==> src/rtl/lkup_ram_pkg.sv <==
// Shared types and helpers for the lookup-table RAM schedulers.
package lkup_ram_pkg;

  typedef enum logic {
    ST_INIT = 1'b0,
    ST_RUN  = 1'b1
  } state_t;

  localparam int DEF_ADDR_BITS = 5;
  localparam int DEF_DATA_BITS = 38;

  function automatic int clog2(input int n);
    int r;
    r = 0;
    for (int i = 0; i < 31; i++) begin
      if ((1 << i) < n) r = i + 1;
    end
    return r;
  endfunction

endpackage

==> src/rtl/lkup_ram_sched_rr_arbiter.sv <==
// Round-robin arbiter: one-hot grant to the first requester at or after the
// pointer; the pointer moves just past each winner.
module rr_arbiter
  import lkup_ram_pkg::*;
#(
  parameter int N = 4
) (
  input  logic         clk,
  input  logic         rst,
  input  logic         en,
  input  logic [N-1:0] req,
  output logic [N-1:0] gnt,
  output logic         gnt_vld
);

  localparam int PW = (clog2(N) < 1) ? 1 : clog2(N);

  logic [PW-1:0] ptr_p0;
  logic [PW-1:0] gidx;

  always_comb begin
    gnt     = '0;
    gnt_vld = 1'b0;
    gidx    = '0;
    for (int k = 0; k < N; k++) begin
      if (en && !gnt_vld && req[PW'((int'(ptr_p0) + k) % N)]) begin
        gnt_vld = 1'b1;
        gidx    = PW'((int'(ptr_p0) + k) % N);
      end
    end
    if (gnt_vld) gnt[gidx] = 1'b1;
  end

  always_ff @(posedge clk) begin
    if (rst) begin
      ptr_p0 <= '0;
    end else if (gnt_vld) begin
      ptr_p0 <= (gidx == PW'(N - 1)) ? '0 : gidx + PW'(1);
    end
  end

endmodule

==> src/rtl/lkup_ram_sched.sv <==
// Scheduler for one dual-port lookup RAM: clears the table after reset, arbitrates
// read port B round-robin, forwards config writes to port A. Optional macro
// LKUP_RAM_SCHED_RSP_REG_EN adds an output register stage on the response.
module lkup_ram_sched
  import lkup_ram_pkg::*;
#(
  parameter int ADDR_BITS = DEF_ADDR_BITS,
  parameter int DATA_BITS = DEF_DATA_BITS,
  parameter int NUM_REQ   = 4
) (
  input  logic                           clk,
  input  logic                           rst,
  input  logic [NUM_REQ-1:0]             rd_req,
  input  logic [NUM_REQ*ADDR_BITS-1:0]   rd_addr,
  output logic [NUM_REQ-1:0]             rd_gnt,
  output logic                           rsp_valid,
  output logic [NUM_REQ-1:0]             rsp_id,
  output logic [DATA_BITS-1:0]           rsp_data,
  input  logic                           cfg_wr_valid,
  input  logic [ADDR_BITS-1:0]           cfg_wr_addr,
  input  logic [DATA_BITS-1:0]           cfg_wr_data,
  output logic                           cfg_wr_ready,
  output logic                           init_done,
  output logic [ADDR_BITS-1:0]           ram_addra,
  output logic [DATA_BITS-1:0]           ram_dina,
  output logic                           ram_ena,
  output logic                           ram_wea,
  output logic [ADDR_BITS-1:0]           ram_addrb,
  output logic                           ram_enb,
  input  logic [DATA_BITS-1:0]           ram_doutb
);

  state_t               state_p0, state_nxt;
  logic [ADDR_BITS:0]   cnt_p0;
  logic [ADDR_BITS:0]   cnt_nxt;
  logic                 run;
  logic                 wr_acc;
  logic [NUM_REQ-1:0]   gnt;
  logic                 gnt_vld;
  logic [ADDR_BITS-1:0] gaddr;
  logic                 byp;

  // Outputs are gated by rst so the block presents its reset values while held.
  assign run     = (state_p0 == ST_RUN) && !rst;
  assign wr_acc  = run && cfg_wr_valid;
  assign cnt_nxt = cnt_p0 + 1'b1;

  always_ff @(posedge clk) begin
    if (rst) begin
      state_p0 <= ST_INIT;
      cnt_p0   <= '0;
    end else begin
      state_p0 <= state_nxt;
      if (state_p0 == ST_INIT) cnt_p0 <= cnt_nxt;
    end
  end

  always_comb begin
    state_nxt    = state_p0;
    ram_ena      = 1'b0;
    ram_wea      = 1'b0;
    ram_addra    = '0;
    ram_dina     = '0;
    init_done    = 1'b0;
    cfg_wr_ready = 1'b0;
    if (!rst) begin
      case (state_p0)
        ST_INIT: begin
          ram_ena   = 1'b1;
          ram_wea   = 1'b1;
          ram_addra = cnt_p0[ADDR_BITS-1:0];
          if (cnt_nxt[ADDR_BITS]) state_nxt = ST_RUN;
        end
        ST_RUN: begin
          init_done    = 1'b1;
          cfg_wr_ready = 1'b1;
          ram_ena      = cfg_wr_valid;
          ram_wea      = cfg_wr_valid;
          ram_addra    = cfg_wr_addr;
          ram_dina     = cfg_wr_data;
        end
        default: state_nxt = ST_INIT;
      endcase
    end
  end

  rr_arbiter #(.N(NUM_REQ)) u_arb (
    .clk     (clk),
    .rst     (rst),
    .en      (run),
    .req     (rd_req),
    .gnt     (gnt),
    .gnt_vld (gnt_vld)
  );

  always_comb begin
    gaddr = '0;
    for (int i = 0; i < NUM_REQ; i++) begin
      if (gnt[i]) gaddr = rd_addr[i*ADDR_BITS +: ADDR_BITS];
    end
  end

  assign rd_gnt    = gnt;
  assign ram_enb   = gnt_vld;
  assign ram_addrb = gaddr;
  assign byp       = gnt_vld && wr_acc && (gaddr == cfg_wr_addr);

  // ---- p0 -> p1: grant registered, RAM read in flight
  logic                 vld_p1;
  logic [NUM_REQ-1:0]   id_p1;
  logic                 byp_p1;
  logic [DATA_BITS-1:0] wdata_p1;
  logic [DATA_BITS-1:0] data_p1;

  always_ff @(posedge clk) begin
    if (rst) begin
      vld_p1 <= 1'b0;
      id_p1  <= '0;
      byp_p1 <= 1'b0;
    end else begin
      vld_p1 <= gnt_vld;
      id_p1  <= gnt;
      byp_p1 <= byp;
    end
  end

  always_ff @(posedge clk) begin
    wdata_p1 <= cfg_wr_data;
  end

  // Write-first: a same-cycle write to the read address wins over the old RAM word.
  assign data_p1 = vld_p1 ? (byp_p1 ? wdata_p1 : ram_doutb) : '0;

`ifdef LKUP_RAM_SCHED_RSP_REG_EN
  // ---- p1 -> p2: optional output register
  logic                 vld_p2;
  logic [NUM_REQ-1:0]   id_p2;
  logic [DATA_BITS-1:0] data_p2;

  always_ff @(posedge clk) begin
    if (rst) begin
      vld_p2 <= 1'b0;
      id_p2  <= '0;
    end else begin
      vld_p2 <= vld_p1;
      id_p2  <= id_p1;
    end
  end

  always_ff @(posedge clk) begin
    data_p2 <= data_p1;
  end

  assign rsp_valid = vld_p2;
  assign rsp_id    = id_p2;
  assign rsp_data  = vld_p2 ? data_p2 : '0;
`else
  assign rsp_valid = vld_p1;
  assign rsp_id    = id_p1;
  assign rsp_data  = data_p1;
`endif

endmodule

==> config.mk <==
export PLATFORM = sky130hd
export DESIGN_NAME = lkup_ram_sched
export DESIGN_NICKNAME = d
export VERILOG_FILES = /design/src/rtl/lkup_ram_pkg.sv /design/src/rtl/lkup_ram_sched_rr_arbiter.sv /design/src/rtl/lkup_ram_sched.sv
export SDC_FILE = /design/constraint.sdc
export NUM_CORES = 1
export LEC_CHECK = 0
export CAP_MARGIN = 5
export CORE_ASPECT_RATIO = 0.75
export CORE_MARGIN = 4
export CORE_UTILIZATION = 38
export DETAILED_ROUTE_END_ITERATION = 16
export PLACE_DENSITY = 0.93
export REMOVE_ABC_BUFFERS = 1
export SYNTH_ARGS = -nofsm -noshare
export SYNTH_HDL_FRONTEND = slang
export SYNTH_SLANG_ARGS = --single-unit
==> constraint.sdc <==
create_clock -name clk -period 8.4 [get_ports clk]
set_input_delay 0.84 -clock clk [delete_from_list [all_inputs] [get_ports clk]]
set_output_delay 0.84 -clock clk [all_outputs]
set_load 0.05 [all_outputs]
==> results.md <==
- Residual DRC: 0
- CP endpoint kind: primary output
- P_sw: 196.4 uW
- Clock skew: around 0.0048 ns
- Status: complete, no violations
- Final setup vio count: 0
- IO Port Bufs: 207
- Clk Latency, worst-skew pair: about 0.30 ns
- Data arrival time of the worst path: 5.38 ns
- Rows: 27
- HP Class: reg2reg
- Multi-input logic area: 1778 sq um
- Fmax: 0.1609 GHz
- Via count: 3113
- Cell taking the most area after synthesis: dfxtp_1
- Antenna cells: 0
- CP startpoint kind: input pin
- P_int: between 400 and 500 uW
- #FFs+latches synth: 53
- Vias in the first global route: just over 3000
- Syn Std Cell Area: 2995 sq um
- Distinct cells, synth: 47
- Global route overflow: 0
- Initial Util: 0.3994
- Pwr Total: 612.9 uW
- Setup Buffers After CTS: 0
- Flop pwr share: 0.450
- Max-Cap Viols: 0
- Syn-to-layout area delta: 72.47%
- Core area: 7500 sq um
- Clk root buf: clkbuf_8
- Clk pin slew, worst setup/hold paths: 0.09 ns
- Post-DP HPWL: 8.587 mm
- P per Cell Area: 118.6 nW/um^2
- Logic pwr share: 0.311
- Sequential-to-total area share from yosys stat: 0.3542
- DRT iter0 DRCs: 145
- Die ar.: 9382 sq um
- Clock buffer count from CTS: 5
- Largest net degree at the start of global routing: 47
- GPL Wtd Cong: 0.8890
- Post-synth top area share: 0.3542
- Max-slew violations: 0
- Final Hold Vio Count: 0
- EDFF count, synth: 0
- Antenna Nets Post-Route: 0
- I/O Pins: around 210
- Switching Fraction: 0.3204
- Mapped Cells: 334
- Critical Path Fanout Max: 46
- RSZ-0062 raised after global routing: false
- Ys flop type: dfxtp_1
- Ratio of cells with drive above 1 in the final layout: 0.03422
- Height of the die: 84.89 microns
- H-Tree Depth: 2
- WP data required: between 7 and 8 ns
- Leakage Power: 1.900 nW
- Hold buffer count at CTS: 0
- Layout fillers: 565
- Storage cell area: 1062 sq um
- CTS tree: built
- Post-CTS sizing: 0
- Setup TNS: 0 ns
- Worst-margin pin slew: 1.174 ns
- First-pass GRT wire length: 16.24 mm
- WL per Instance: 16.89 microns
- Synth async-reset ratio: 0
- DRT Wirelength: 10.59 mm
- Worst relative slew slack: 0.2167
- Final nets: 638
- Die W: approximately 110 microns
- CTS max path bufs: 2
- Clock network fraction of total power: 0.240
- Max IR drop VDD: between 0.06 and 0.07 mV
- Top post-synthesis cells by area: dfxtp_1 35%, mux2i_1 17%, and2_1 10%, nor2b_1 9.0%, nor2_1 3.4%
- Finished Layout Cells: 627
- Final Cycle Share: 0.7400
- Critical path class: in2out
- GRT Total Usage: 0.2137
- Vias per cell: between 4 and 5
- Syn avg cell area: 8.968 sq um
- # clock sinks: 53
- Core Util, Final: 0.6889
- Initial antenna violation count: 0
- First-pass iteration count of the detailed router: 4
- Min Clock Period, post-route: 6.216 ns
- Syn. warnings: 0
- DP Cell Count: 619
[cells in the mapped netlist, types with 8 or more instances]
master / instances
nor2b_1: 43
xor2_1: 8
dfxtp_1: 53
clkbuf_1: 12
and2_1: 48
mux2i_1: 50
nor2_1: 27
inv_1: 8
nand2_1: 9
[per-stage QoR]
| step | worst slack, ns | instance area [sq um] | hold slack, ns |
|---|---|---|---|
| 2_1_floorplan | 3.352 | 2873 | 0.4601 |
| 3_3_place_gp | 2.364 | 5080 | 0.4683 |
| 3_5_place_dp | 2.196 | 5080 | 0.5032 |
| 4_1_cts | 2.182 | 5166 | 0.5207 |
| 5_1_grt | 1.927 | 5166 | 0.5541 |
| 6_report | 2.184 | 5166 | 0.5199 |
[cell usage in the layout, fill, tap and decap left out, drive strengths merged, types with 3 or more instances in the layout]
cell type      count
clkdlybuf4s50    207
dfxtp             53
mux2i             50
and2              48
nor2b             43
nor2              28
nand2              9
inv                9
xor2               8
clkbuf             6
a21oi              5
a31oi              5
ha                 5
nand3b             4
o22ai              4
nor3               3
xnor2              3
nand3              3
o21ai              3
o21a               3
[area by class of cell]
cell class              instances  area share
multi-input cells             248      0.3442
clock inverters                 2    0.002664
repair buffers                208      0.4025
well taps                     101     0.02446
inverters                       9    0.006539
clock buffers                   6     0.01405
flip-flops and latches         53      0.2056
[critical path, cell delays in order]
cell and delay (ns):
clkdlybuf4s50_1 0.67, nand2b_1 0.34, inv_1 0.89, and3_1 0.29
a31o_2 0.10, a311oi_1 0.06, a31oi_1 0.29, ha_1 0.27
nand2b_1 0.21, o22ai_1 0.09, a31oi_1 0.32, and2_1 0.19
clkdlybuf4s50_1 0.80
[power groups by stage]
stage	clock network, mW	registers (mW)	logic, mW
finish	0.147	0.276	0.190
floorplan	0	0.280	0.0946
global route	0.162	0.278	0.201
detailed placement	0	0.282	0.191
CTS	0.152	0.276	0.191
global placement	0	0.281	0.187
[flip-flops by register name (all words and copies together) (netlist names)]
name	flops
byp_p1	1
cnt_p0	6
rsp_id	4
state_p0	1
rsp_valid	1
wdata_p1	38
u_arb.ptr_p0	2
[worst paths after layout]
| path | endpoint | slack, ns | start | depth (start not counted) |
|---|---|---|---|---|
| setup reg to reg | byp_p1 | 4.34 | state_p0 | 13 |
| hold / removal | cnt_p0[0] | 0.52 | cnt_p0[0] | 2 |
| hold reg to reg | cnt_p0[0] | 0.52 | cnt_p0[0] | 2 |
| setup / recovery | ram_addrb[1] | 2.18 | rst | 13 |
[layer usage]
| layer | global-route usage | share of wire | vias up |
|---|---|---|---|
| li1 | - | - | 1500 |
| met1 | 0.2507 | 0.41 | 1427 |
| met2 | 0.3888 | 0.49 | 158 |
| met3 | 0.05417 | 0.073 | 28 |
| met4 | 0.06040 | 0.024 | 0 |
| met5 | 0 | 0 | - |
[kinds of logic (layout without fill, tap and decap cells)]
group / count (synthesis) / count (layout) / share of synthesized area
muxes: 52 / 52 / 0.1796
AOI/OAI and AO/OA: 33 / 33 / 0.08062
and+or+nand+nor: 147 / 147 / 0.2803
buffers and inverters: 33 / 225 / 0.05221
DFF: 53 / 53 / 0.3542
xor gates and xnor gates: 11 / 11 / 0.03217
adders and majority gates: 5 / 5 / 0.02089
No activity file was read; power rests on OpenSTA's default activity.
